[src/rtl/uart_multi_tx.sv]
// Multi-word UART transmitter: captures up to NUM_BYTES words per request and
// serialises a run-time selected number of them back-to-back on uart_tx.
module uart_multi_tx #(
  parameter int CLK_FREQ   = 50_000_000,
  parameter int BAUD       = 115200,
  parameter int NUM_BYTES  = 3,
  parameter int DATA_BITS  = 8,
  parameter int PARITY     = 0,
  parameter int STOP_BITS  = 1,
  parameter int BYTE_ORDER = 0,
  localparam int LEN_W     = $clog2(NUM_BYTES + 1)
) (
  input  logic                           sys_clk,
  input  logic                           rst,
  input  logic                           tx_req,
  input  logic [LEN_W-1:0]               tx_len,
  input  logic [NUM_BYTES*DATA_BITS-1:0] idats,
  output logic                           tx_busy,
  output logic                           byte_done,
  output logic                           tx_done,
  output logic                           uart_tx
);

  localparam int BAUD_DIV = CLK_FREQ / BAUD;
  localparam int BAUD_W   = $clog2(BAUD_DIV);
  localparam int PAY_W    = NUM_BYTES * DATA_BITS;

  localparam logic [BAUD_W-1:0] BAUD_LAST = BAUD_W'(BAUD_DIV - 1);
  localparam logic [2:0]        DATA_LAST = 3'(DATA_BITS - 1);
  localparam logic [2:0]        STOP_LAST = 3'(STOP_BITS - 1);
  localparam logic [LEN_W:0]    NB_EXT    = (LEN_W + 1)'(NUM_BYTES);

  localparam logic [2:0] S_IDLE  = 3'd0;
  localparam logic [2:0] S_START = 3'd1;
  localparam logic [2:0] S_DATA  = 3'd2;
  localparam logic [2:0] S_PAR   = 3'd3;
  localparam logic [2:0] S_STOP  = 3'd4;

  logic [2:0]           state;
  logic [BAUD_W-1:0]    baud_cnt;
  logic [2:0]           bit_cnt;
  logic [LEN_W-1:0]     word_cnt;
  logic [LEN_W-1:0]     len_eff;
  logic [PAY_W-1:0]     payload;

  logic [DATA_BITS-1:0] cur_word;
  logic [PAY_W-1:0]     payload_next;
  logic [LEN_W-1:0]     accept_len;
  logic [2:0]           nxt_bit;
  logic                 parity_bit;
  logic                 bit_tick;
  logic                 last_data;
  logic                 last_stop;
  logic                 last_word;

  // The word on the line is always at one end of the payload register;
  // finishing a word shifts the next one into that position.
  always_comb begin
    cur_word     = '0;
    payload_next = '0;
    if (BYTE_ORDER == 0) begin
      cur_word     = payload[DATA_BITS-1:0];
      payload_next = payload >> DATA_BITS;
    end else begin
      cur_word     = payload[PAY_W-1 -: DATA_BITS];
      payload_next = payload << DATA_BITS;
    end
  end

  always_comb begin
    accept_len = tx_len;
    if (tx_len == '0 || {1'b0, tx_len} > NB_EXT) accept_len = NB_EXT[LEN_W-1:0];
    parity_bit = (PARITY == 1) ? ~^cur_word : ^cur_word;
    nxt_bit    = bit_cnt + 3'd1;
    bit_tick   = (baud_cnt == BAUD_LAST);
    last_data  = (bit_cnt == DATA_LAST);
    last_stop  = (bit_cnt == STOP_LAST);
    last_word  = (word_cnt == len_eff - 1'b1);
  end

  assign tx_busy   = (state != S_IDLE);
  assign byte_done = (state == S_STOP) && last_stop && bit_tick;
  assign tx_done   = byte_done && last_word;

  // uart_tx is loaded with the value of the bit being entered, so the line
  // changes on the same edge as the state.
  always_ff @(posedge sys_clk or posedge rst) begin
    if (rst) begin
      state    <= S_IDLE;
      baud_cnt <= '0;
      bit_cnt  <= '0;
      word_cnt <= '0;
      len_eff  <= '0;
      payload  <= '0;
      uart_tx  <= 1'b1;
    end else begin
      if (state != S_IDLE) baud_cnt <= bit_tick ? '0 : baud_cnt + 1'b1;
      case (state)
        S_IDLE: begin
          uart_tx <= 1'b1;
          if (tx_req) begin
            payload  <= idats;
            len_eff  <= accept_len;
            word_cnt <= '0;
            bit_cnt  <= '0;
            baud_cnt <= '0;
            state    <= S_START;
            uart_tx  <= 1'b0;
          end
        end
        S_START: begin
          if (bit_tick) begin
            state   <= S_DATA;
            bit_cnt <= '0;
            uart_tx <= cur_word[0];
          end
        end
        S_DATA: begin
          if (bit_tick) begin
            if (last_data) begin
              if (PARITY != 0) begin
                state   <= S_PAR;
                uart_tx <= parity_bit;
              end else begin
                state   <= S_STOP;
                bit_cnt <= '0;
                uart_tx <= 1'b1;
              end
            end else begin
              bit_cnt <= nxt_bit;
              uart_tx <= cur_word[nxt_bit];
            end
          end
        end
        S_PAR: begin
          if (bit_tick) begin
            state   <= S_STOP;
            bit_cnt <= '0;
            uart_tx <= 1'b1;
          end
        end
        S_STOP: begin
          if (bit_tick) begin
            if (last_stop) begin
              if (last_word) begin
                state    <= S_IDLE;
                word_cnt <= '0;
                uart_tx  <= 1'b1;
              end else begin
                state    <= S_START;
                word_cnt <= word_cnt + 1'b1;
                payload  <= payload_next;
                uart_tx  <= 1'b0;
              end
            end else begin
              bit_cnt <= nxt_bit;
            end
          end
        end
        default: begin
          state   <= S_IDLE;
          uart_tx <= 1'b1;
        end
      endcase
    end
  end

endmodule
[config.mk]
export PLATFORM = sky130hd
export DESIGN_NAME = uart_multi_tx
export DESIGN_NICKNAME = d
export VERILOG_FILES = /design/src/rtl/uart_multi_tx.sv
export SDC_FILE = /design/constraint.sdc
export NUM_CORES = 1
export LEC_CHECK = 0
export ABC_AREA = 1
export CORE_MARGIN = 2
export CORE_UTILIZATION = 54
export CTS_BUF_LIST = sky130_fd_sc_hd__clkbuf_8 sky130_fd_sc_hd__clkbuf_16
export CTS_CLUSTER_DIAMETER = 80
export DETAILED_ROUTE_END_ITERATION = 12
export GPL_ROUTABILITY_DRIVEN = 0
export PLACE_DENSITY = 0.79
export SLEW_MARGIN = 25
export SYNTH_ARGS = -nofsm -noshare
export SYNTH_HDL_FRONTEND = slang
export SYNTH_SLANG_ARGS = --single-unit
export TNS_END_PERCENT = 1
[constraint.sdc]
create_clock -name sys_clk -period 1.95 [get_ports sys_clk]
set_clock_uncertainty 0.15 [all_clocks]
set_input_delay 0.39 -clock sys_clk [delete_from_list [all_inputs] [get_ports sys_clk]]
set_output_delay 0.39 -clock sys_clk [all_outputs]
set_load 0.005 [all_outputs]
Word level (Yosys, flattened, before mapping)
Cells that the tools add are included.

Flip-flop bits (word level): 44. Bits of input ports: 29. Output and inout port bits: 4. Logic and storage cells: 87.

$add $sub $neg: 4. $lt $le $gt $ge: 1. Equality and inequality tests: 17. Muxes and demuxes: 42. Reduce and logical (&&, ||, !) cells: 16.

Operators by type and width (number): 24-bit two-way mux (4); 24-bit case mux with 2 select lines (1); 3-bit two-way mux (13); 9-bit two-way mux (4); 2-bit inequality test, second input constant (9); 3-bit case mux with 5 select lines (1); 3-bit case mux with 4 select lines (1); 1-bit two-way mux (10); 2-bit two-way mux (5); 5-bit AND reduction (2); 9-bit by 1-bit adder with 9-bit output, second input constant (1); 9-bit equality test, second input constant (1); 7-bit AND reduction (1); 3-bit by 2-bit equality test with 1-bit output, second input constant (2); 3-bit equality test, second input constant (2); 3-bit logical NOT (2); 6-bit AND reduction (1); 1-bit case mux with 5 select lines (1); 3-bit by 4-bit < comparator with 1-bit output, second input constant (1); 2-bit case mux with 2 select lines (1); 4-bit AND reduction (1); 4-bit nonzero test (1); 3-bit by 1-bit adder with 3-bit output, second input constant (1); 1-bit binary-select mux with 3-bit select (1); other kinds (11) (13).

Longest topological paths before layout
Gate-level depths: netlist of the first run.

Depth after elaboration: 6. Depth in mapped cells: 12. Gate-level depth less buffers: 11.

Worst setup path before layout of the first run
Ideal clock, no wire load.

Path kind: register to register. Start: register bit_cnt[0]. End: register payload[8]. Library setup time: 0.122 ns. Data arrival time: 1.467 ns. Required time: 1.678 ns. Slack: 0.211 ns. Stages on the path, launching flop included: 13. Buffers on the path: 1. Period minus slack after synthesis: 1.739 ns. Cell sequence: dfrtp_1 inv_1 ha_1 inv_1 nor2_1 inv_1 nor2_2 nand2_2 nand2_2 nand2_4 buf_6 nand2_1 o21ai_2.

Cells in the longest elaborated chain, start to end: 3.

RTL lines: from (decl) (line 41) `logic [2:0] bit_cnt;`; from (signal assigned) (line 130) `bit_cnt <= nxt_bit;`; from (signal assigned) (line 156) `bit_cnt <= nxt_bit;`; 3-bit logical NOT (line 77) `last_stop = (bit_cnt == STOP_LAST);`; 2-bit inequality test (no source line); 5-bit AND reduction (no source line); to (signal assigned) (line 102) `payload <= idats;`; to (signal assigned) (line 152) `payload <= payload_next;`; to (decl) (line 44) `logic [PAY_W-1:0] payload;`.

Every way passes these cells. A chain may end at the register's enable or synchronous reset.

Worst setup path in the final report of the first run
Start: register baud_cnt[1]. End: output port tx_done.

Cells in the longest elaborated chain, start to end: 3.

RTL lines: from (decl) (line 40) `logic [BAUD_W-1:0] baud_cnt;`; from (signal assigned) (line 97) `if (state != S_IDLE) baud_cnt <= bit_tick ? '0 : baud_cnt + 1'b1;`; 9-bit equality test (line 75) `bit_tick = (baud_cnt == BAUD_LAST);`; 1-bit logical AND (line 82) `assign byte_done = (state == S_STOP) && last_stop && bit_tick;`; 1-bit logical AND (line 83) `assign tx_done = byte_done && last_word;`; to (decl) (line 20) `output logic tx_done,`.

Every way passes these cells.

==> results of run 1 <==
per-stage QoR:
stage	instance area (um2)	TNS [ns]	hold WS, ns
floorplan	2400	0	0.291
global placement	2960	-0.185	0.303
detailed placement	2960	-0.231	0.310
CTS	3080	-0.239	0.302
global route	3180	-0.362	0.324
finish	3180	-0.123	0.295
synthesized netlist by cell type:
| master | instances | share of area |
|---|---|---|
| o21ai_0 | 16 | 0.033 |
| nand3_1 | 23 | 0.048 |
| nand2_4 | 2 | 0.0094 |
| xnor2_1 | 1 | 0.0036 |
| buf_6 | 4 | 0.019 |
| xor2_1 | 5 | 0.018 |
| o21ai_1 | 1 | 0.0021 |
| inv_2 | 4 | 0.0062 |
| dfrtp_1 | 43 | 0.45 |
| nand4_1 | 2 | 0.0052 |
| dfstp_2 | 1 | 0.011 |
| nand2_1 | 81 | 0.13 |
| nor2_1 | 13 | 0.020 |
| a21oi_1 | 6 | 0.012 |
| nand2_2 | 4 | 0.010 |
| buf_2 | 2 | 0.0042 |
| nor3_1 | 1 | 0.0021 |
| o22ai_1 | 5 | 0.013 |
| nor2_2 | 1 | 0.0026 |
| ha_1 | 5 | 0.026 |
| inv_1 | 30 | 0.047 |
| o21ai_2 | 15 | 0.055 |
| clkbuf_1 | 1 | 0.0016 |
| mux2i_1 | 16 | 0.067 |
| nor2_4 | 2 | 0.0094 |
power groups by stage:
stage | clock, mW | sequential (mW) | combinational, mW
floorplan | 0 | 1.49 | 1.31
global placement | 0 | 1.49 | 1.85
detailed placement | 0 | 1.51 | 1.92
CTS | 0.704 | 1.50 | 1.95
global route | 0.741 | 1.56 | 2.37
finish | 0.699 | 1.52 | 2.11
what timing repair did:
item                       in CTS  in global routing
hold buffers                    0                  0
setup endpoints to repair       3                 24
pin swaps                       6                  5
setup buffers                   2                  3
resized for setup              15                 25
logic make-up (layout without fill, tap and decap cells):
family | count (synthesis) | in the layout | synth area share
muxes | 16 | 16 | 0.0666
adders and majority gates | 5 | 5 | 0.0260
DFF | 44 | 44 | 0.459
and+or+nand+nor | 129 | 129 | 0.234
AOI/OAI and AO/OA | 43 | 43 | 0.116
buffers and inverters | 41 | 104 | 0.0776
xor gates and xnor gates | 6 | 6 | 0.0219
area by class of cell:
| type | count | area [um2] | area share |
|---|---|---|---|
| Tap cell | 52 | 65.1 | 0.0205 |
| Sequential cell | 44 | 1100 | 0.347 |
| Timing Repair Buffer | 62 | 579 | 0.182 |
| Clock buffer | 5 | 68.8 | 0.0216 |
| Inverter | 34 | 128 | 0.0401 |
| Multi-Input combinational cell | 199 | 1190 | 0.375 |
| Clock inverter | 3 | 42.5 | 0.0134 |
flip-flops by register name, indices dropped and copies added (netlist names):
signal,cells
state,3
bit_cnt,3
baud_cnt,9
uart_tx,1
word_cnt,2
len_eff,2
payload,24
layout by cell type, fill, tap and decap left out, types with 2 or more instances in the layout:
cell type / n
clkdlybuf4s50_1: 29
ha_1: 2
nor2_4: 3
buf_2: 2
nand2_2: 14
nand4_1: 2
buf_12: 3
o22ai_1: 5
nor2_2: 2
ha_4: 2
nand2_1: 69
a21oi_1: 6
o21ai_0: 15
o21ai_2: 15
buf_6: 2
o21ai_1: 2
nand2_4: 4
buf_4: 25
dfrtp_1: 42
xor2_1: 5
inv_1: 23
inv_2: 10
mux2i_1: 16
nor2_1: 11
nand3_1: 23
clkbuf_8: 5
worst paths after layout:
check | start | endpoint | slack, ns | cells after the start
setup reg to reg | baud_cnt[1] | payload[20] | 0.08 | 14
setup / recovery | baud_cnt[1] | tx_done | -0.12 | 10
hold / removal | rst | payload[20] | 0.30 | 3
max in group asynchronous | rst | uart_tx | 1.10 | 3
min in group sys_clk | payload[22] | payload[22] | 0.33 | 2
hold reg to reg | payload[22] | payload[22] | 0.33 | 2
worst register-to-register path, cell delays in order, from the launching register on:
cell and delay, ns:
dfrtp_1 0.40, inv_2 0.06, ha_1 0.14, nand2_1 0.05, nor2_1 0.08, nand2_1 0.08, inv_2 0.07, nand2_2 0.06
buf_6 0.11, buf_4 0.13, nand2_4 0.07, nand2_4 0.08, buf_6 0.15, nand2_1 0.07, nand2_1 0.07
metal layers:
| layer | vias to the layer above | GRT usage | wire length (um) |
|---|---|---|---|
| met5 | - | 0 | 0 |
| met4 | 0 | 0.117 | 174 |
| met3 | 17 | 0.0484 | 181 |
| met2 | 49 | 0.374 | 2740 |
| met1 | 958 | 0.277 | 2160 |
| li1 | 1040 | - | - |
==> metrics, run 1 <==
Clock Latency Late Sink=roughly 0.30 ns; CP Data Arrival Time=roughly 1.5 ns; critical path, cell by cell=inv_2 -> ha_1 -> nand2_1 -> nor2_1 -> nand2_1 -> inv_2 -> nand2_2 -> buf_6 -> nor2_1 -> buf_2; initial DRC count=75; fillcell total=~310; H-tree depth reported by CTS=2; Detailed Place HPWL=~3800 um; wire length of the first global-routing pass=approximately 9000 um; Syn Std Cell Area=between 2000 and 2500 um2; Slowest cell on crit path=dfrtp_1; quantity of I/O buffers inserted on ports=32; initial antenna violation count=0; number of CTS-inserted buffers=5; relative contribution of combinational cells to total power=0.487; Wirelength per Cell=approximately 13 um; crit-path leading delay family=flip-flops; Worst Setup Path Type=flop to primary output; Core Region=approximately 4300 um2; overall power consumption=roughly 4.3 mW; setup slack after placement=-0.138 ns; net switching fraction of the power=0.402; Final Max Slew Viols=0; root buf cell=clkbuf_8; switching power total=around 1.7 mW; total overflow reported by the global router=0; Worst Max-Slew Pin Slew=0.396 ns; CTS sink count=44; number of placed instances with taps included=between 300 and 400; final worst-path setup slack=-0.123 ns; worst min-delay path class=primary input to asynchronous set/reset pin; antenna fix cells=0; Final Hold Violating Endpoints=0; Cell Count, Final, Fillers Out=approximately 400; fmax=around 480 MHz; row count=24; violated checks=negative setup slack; via total after detailed routing=2064; Syn Area/Cell=between 8 and 9 um2; count of pins on the block boundary=33; per-cell via count in the routed design=a little over 5; startpoint kind of the worst setup timing path=flop; vias in the first global route=roughly 2100; syn_nets=~320; power density normalized to cell area=between 1000 and 1500 nW/um2; shortest period the worst path allows=between 2 and 2.5 ns; RSZ-0062 raised after global routing=true; Critical Path End Type=primary output; run status=complete, but fails checks; net count of the finished layout=380; maximum fanout count along the critical path=3; total routed wirelength=5250 um; Yosys warnings=0; number of cells produced by synthesis=around 280; flop and latch count out of synthesis=between 40 and 50; Worst IR Drop VDD=approximately 0.8 mV; setup violators final=1; ratio of cells with drive above 1 in the final layout=0.268; Worst slew margin=0.736; ratio of final minimum period to clock period=1.06; part of the total power dissipated in the clock network=0.162; die width=between 70 and 80 um; Tot GR Track Use=0.225; delay contributed by the slowest stage of the critical path=0.40 ns; leakage power=roughly 1.6 nW; count of cell types in the netlist=25; clock tree from TritonCTS=built; Chip Height=roughly 71 um; data required time of the worst path=roughly 1.4 ns; die area=roughly 5000 um2; drt drc=0; number of buffers between clock root and the deepest sink=2; remaining antenna violation count=0; relative area change from synthesis to final layout=32.3%; final core occ=0.735; register clock-pin slew on the reported worst setup and hold paths=roughly 0.09 ns; part of the Yosys area used for sequential elements=0.459; largest net degree at the start of global routing=45; effective utilization at floorplan=0.556; sequential cell fraction of total power=0.351; first-pass detailed-route iteration total=4; maxcap violations=0; Int Pwr=roughly 2.6 mW; CP bufs+invs=4
No activity file was read; power rests on OpenSTA's default activity.
==> run 2, diff against run 1 <==
--- a/config.mk
+++ b/config.mk
@@ -5,7 +5,6 @@
 export SDC_FILE = /design/constraint.sdc
 export NUM_CORES = 1
 export LEC_CHECK = 0
-export ABC_AREA = 1
 export CORE_MARGIN = 2
 export CORE_UTILIZATION = 54
 export CTS_BUF_LIST = sky130_fd_sc_hd__clkbuf_8 sky130_fd_sc_hd__clkbuf_16
@@ -13,6 +12,7 @@
 export DETAILED_ROUTE_END_ITERATION = 12
 export GPL_ROUTABILITY_DRIVEN = 0
 export PLACE_DENSITY = 0.79
+export SETUP_SLACK_MARGIN = 0.2
 export SLEW_MARGIN = 25
 export SYNTH_ARGS = -nofsm -noshare
 export SYNTH_HDL_FRONTEND = slang
==> metrics, run 2 <==
wire length of the first global-routing pass=9940 um (was 8970 um); final worst-path setup slack=-0.317 ns (was -0.123 ns); Detailed Place HPWL=3890 um (was 3760 um); synth cell count leaders=dfrtp_1, o21ai_0, mux2i_1, o21ai_1, nor2_1 (was nand2_1, dfrtp_1, inv_1, nand3_1); violated checks=negative setup slack (unchanged); main area contributors after synthesis=dfrtp_1, mux2i_1, o21ai_0, o21ai_1, a22o_1 (was dfrtp_1, nand2_1, mux2i_1, o21ai_2, nand3_1); total overflow reported by the global router=0 (unchanged); Critical Path End Type=flop (was primary output); leakage power=1.56 nW (was 1.64 nW); Syn Std Cell Area=2310 um2 (was 2400 um2); syn_nets=262 (was 318); run status=complete, but fails checks (unchanged); net switching fraction of the power=0.356 (was 0.402); fmax=441 MHz (was 482 MHz); sequential cell fraction of total power=0.409 (was 0.351); setup slack after placement=-0.468 ns (was -0.138 ns); via total after detailed routing=2103 (was 2064); initial DRC count=164 (was 75); Final Max Slew Viols=0 (unchanged); H-tree depth reported by CTS=2 (unchanged); CP bufs+invs=2 (was 4); maxcap violations=0 (unchanged); per-cell via count in the routed design=5.87 (was 5.17); root buf cell=clkbuf_8 (unchanged); remaining antenna violation count=0 (unchanged); shortest period the worst path allows=2.27 ns (was 2.07 ns); die area=4810 um2 (was 5000 um2); Tot GR Track Use=0.256 (was 0.225); delay contributed by the slowest stage of the critical path=0.57 ns (was 0.40 ns); area of all placed cells without fillers=3270 um2 (was 3180 um2); count of pins on the block boundary=33 (unchanged); part of the Yosys area used for sequential elements=0.478 (was 0.459); number of cells produced by synthesis=228 (was 284); Yosys warnings=0 (unchanged); Worst slew margin=0.600 (was 0.736); flop and latch count out of synthesis=44 (unchanged); Wirelength per Cell=16.3 um (was 13.2 um); total placed instance area=2990 um2 (was 2960 um2); Int Pwr=2.46 mW (was 2.59 mW); critical path, cell by cell=or4b_4 -> buf_6 -> o31a_1 -> or2_4 -> buf_12 -> a22o_1 (was inv_2 -> ha_1 -> nand2_1 -> nor2_1 -> nand2_1 -> inv_2 -> nand2_2 -> buf_6 -> nor2_1 -> buf_2); ratio of cells with drive above 1 in the final layout=0.299 (was 0.268); Slowest cell on crit path=or4b_4 (was dfrtp_1); Worst IR Drop VDD=0.706 mV (was 0.800 mV); Clock Latency Late Sink=0.30 ns (about the same); effective utilization at floorplan=0.568 (was 0.556); number of buffers inserted for hold repair after clock tree synthesis=0 (unchanged); vias in the first global route=2096 (was 2097); most frequently used flop master after synthesis=dfrtp_1 (unchanged); antenna fix cells=0 (unchanged); cell type with the highest aggregate area in the netlist=dfrtp_1 (unchanged); largest registers=payload x24, baud_cnt x9 (unchanged); data required time of the worst path=1.99 ns (was 1.41 ns); Post-synth ARST share=1.00 (unchanged); Worst Setup Path Type=flop to flop (was flop to primary output); maximum fanout count along the critical path=13 (was 3); highest-count cells in the layout ignoring fill and taps=buf_4, dfrtp_1, clkdlybuf4s50_1, o21ai_1, mux2i_1 (was nand2_1, dfrtp_1, clkdlybuf4s50_1, buf_4); worst min-delay path class=primary input to asynchronous set/reset pin (unchanged); Chip Height=69.3 um (was 70.7 um); die width=69.3 um (was 70.7 um); largest net degree at the start of global routing=22 (was 45); quantity of I/O buffers inserted on ports=32 (unchanged); total routed wirelength=5840 um (was 5250 um); number of buffers between clock root and the deepest sink=2 (unchanged); number of enable-type register cells in the synthesized netlist=0 (unchanged); relative contribution of combinational cells to total power=0.436 (was 0.487); Final Hold Violating Endpoints=0 (unchanged); most common library cell in the layout ignoring fill and taps=buf_4 (was nand2_1); switching power total=1.36 mW (was 1.74 mW); register clock-pin slew on the reported worst setup and hold paths=0.09 ns (about the same); number of CTS-inserted buffers=5 (unchanged); library cell with the highest instance count after synthesis=dfrtp_1 (was nand2_1); Core Region=4060 um2 (was 4320 um2); ratio of final minimum period to clock period=1.16 (was 1.06); initial antenna violation count=0 (unchanged); count of cell types in the netlist=41 (was 25); flip-flop count of the largest register, all copies and words added=24 (unchanged); power density normalized to cell area=1170 nW/um2 (was 1360 nW/um2); first-pass detailed-route iteration total=5 (was 4); relative area change from synthesis to final layout=41.8% (was 32.3%); part of the total power dissipated in the clock network=0.155 (was 0.162); drt drc=0 (unchanged); Syn Area/Cell=10.1 um2 (was 8.46 um2); setup violators final=41 (was 1); CP Data Arrival Time=2.30 ns (was 1.53 ns); startpoint kind of the worst setup timing path=flop (unchanged); row count=23 (was 24); top-area cell type share of the netlist area=0.467 (was 0.448); crit-path leading delay family=simple AND/OR/NAND/NOR gates (was flip-flops); RSZ-0062 raised after global routing=true (unchanged); CTS sink count=44 (unchanged); register containing the most flip-flops in the final layout=payload (unchanged); clock tree from TritonCTS=built (unchanged); net count of the finished layout=341 (was 380); Worst Max-Slew Pin Slew=0.596 ns (was 0.396 ns)
==> run 2: layout make-up <==
cell class / instances / area, um2
timing repair buffer: 83 / 743
fill: 254 / 788
tap: 50 / 62.6
clock inverter: 2 / 10.0
multi-input combinational: 165 / 1240
inverter: 8 / 30.0
sequential: 44 / 1100
clock buffer: 6 / 82.6
==> run 2: path summary, 6_finish.rpt <==
check                                  from  slack [ns]          end  cells past startpoint
worst max register to register  baud_cnt[2]       -0.32  payload[20]                      6
worst min-delay path                    rst        0.23  payload[23]                      2
worst min register to register   payload[8]        0.34   payload[8]                      2
max in group asynchronous               rst        0.91     state[1]                      3
min in group sys_clk             payload[8]        0.34   payload[8]                      2
worst max-delay path            baud_cnt[2]       -0.32  payload[20]                      6
==> run 2: power groups by stage <==
stage | Sequential [mW] | Combinational (mW) | Clock, mW
floorplan | 1.49 | 0.860 | 0
global placement | 1.53 | 1.40 | 0
detailed placement | 1.55 | 1.44 | 0
CTS | 1.54 | 1.57 | 0.598
global route | 1.61 | 1.84 | 0.644
finish | 1.56 | 1.67 | 0.593
==> run 2: kinds of logic after synthesis <==
logic type               count (synthesis)  share of synthesized area
AO/OA/AOI/OAI                           77                      0.201
XOR/XNOR                                 2                    0.00760
adder cells (fa/ha/maj)                  5                     0.0271
buffers and inverters                   19                     0.0412
flip-flops                              44                      0.478
multiplexers                            24                      0.116
AND/OR/NAND/NOR                         57                      0.129
==> run 2: worst register-to-register path, delay by kind of cell (launching register included) <==
| kind | cells | cell delay, ns |
|---|---|---|
| AO/OA/AOI/OAI | 2 | 0.46 |
| buffers and inverters | 2 | 0.30 |
| flip-flops | 1 | 0.39 |
| AND/OR/NAND/NOR | 2 | 0.85 |
==> run 2: repair_timing <==
item                                   4_1_cts  5_1_grt
endpoints found under the hold margin        0        0
resized for setup                           40       17
pin swaps                                   15        4
setup buffers                                5        0
setup endpoints to repair                   46       47
cloned                                       1        0
==> run 2: per-stage QoR <==
step                hold slack (ns)  utilization  cells  power [mW]  setup TNS, ns
detailed placement            0.335        0.736    344        2.99         -13.09
global placement              0.333        0.736    344        2.92         -11.63
CTS                           0.249        0.797    358        3.70          -8.21
global route                  0.268        0.806    358        4.10         -11.14
finish                        0.230        0.806    358        3.82          -8.55
floorplan                     0.306            -    228        2.35          -5.39
==> run 2: layer usage <==
metal  part of all wire  wire length (um)  up-vias  global-route usage
met2               0.50              2950       84               0.410
met3              0.059               344       18              0.0494
met1               0.41              2420     1012               0.354
li1                   -                 -      989                   -
met5                  0                 0        -                   0
met4              0.021               124        0              0.0784
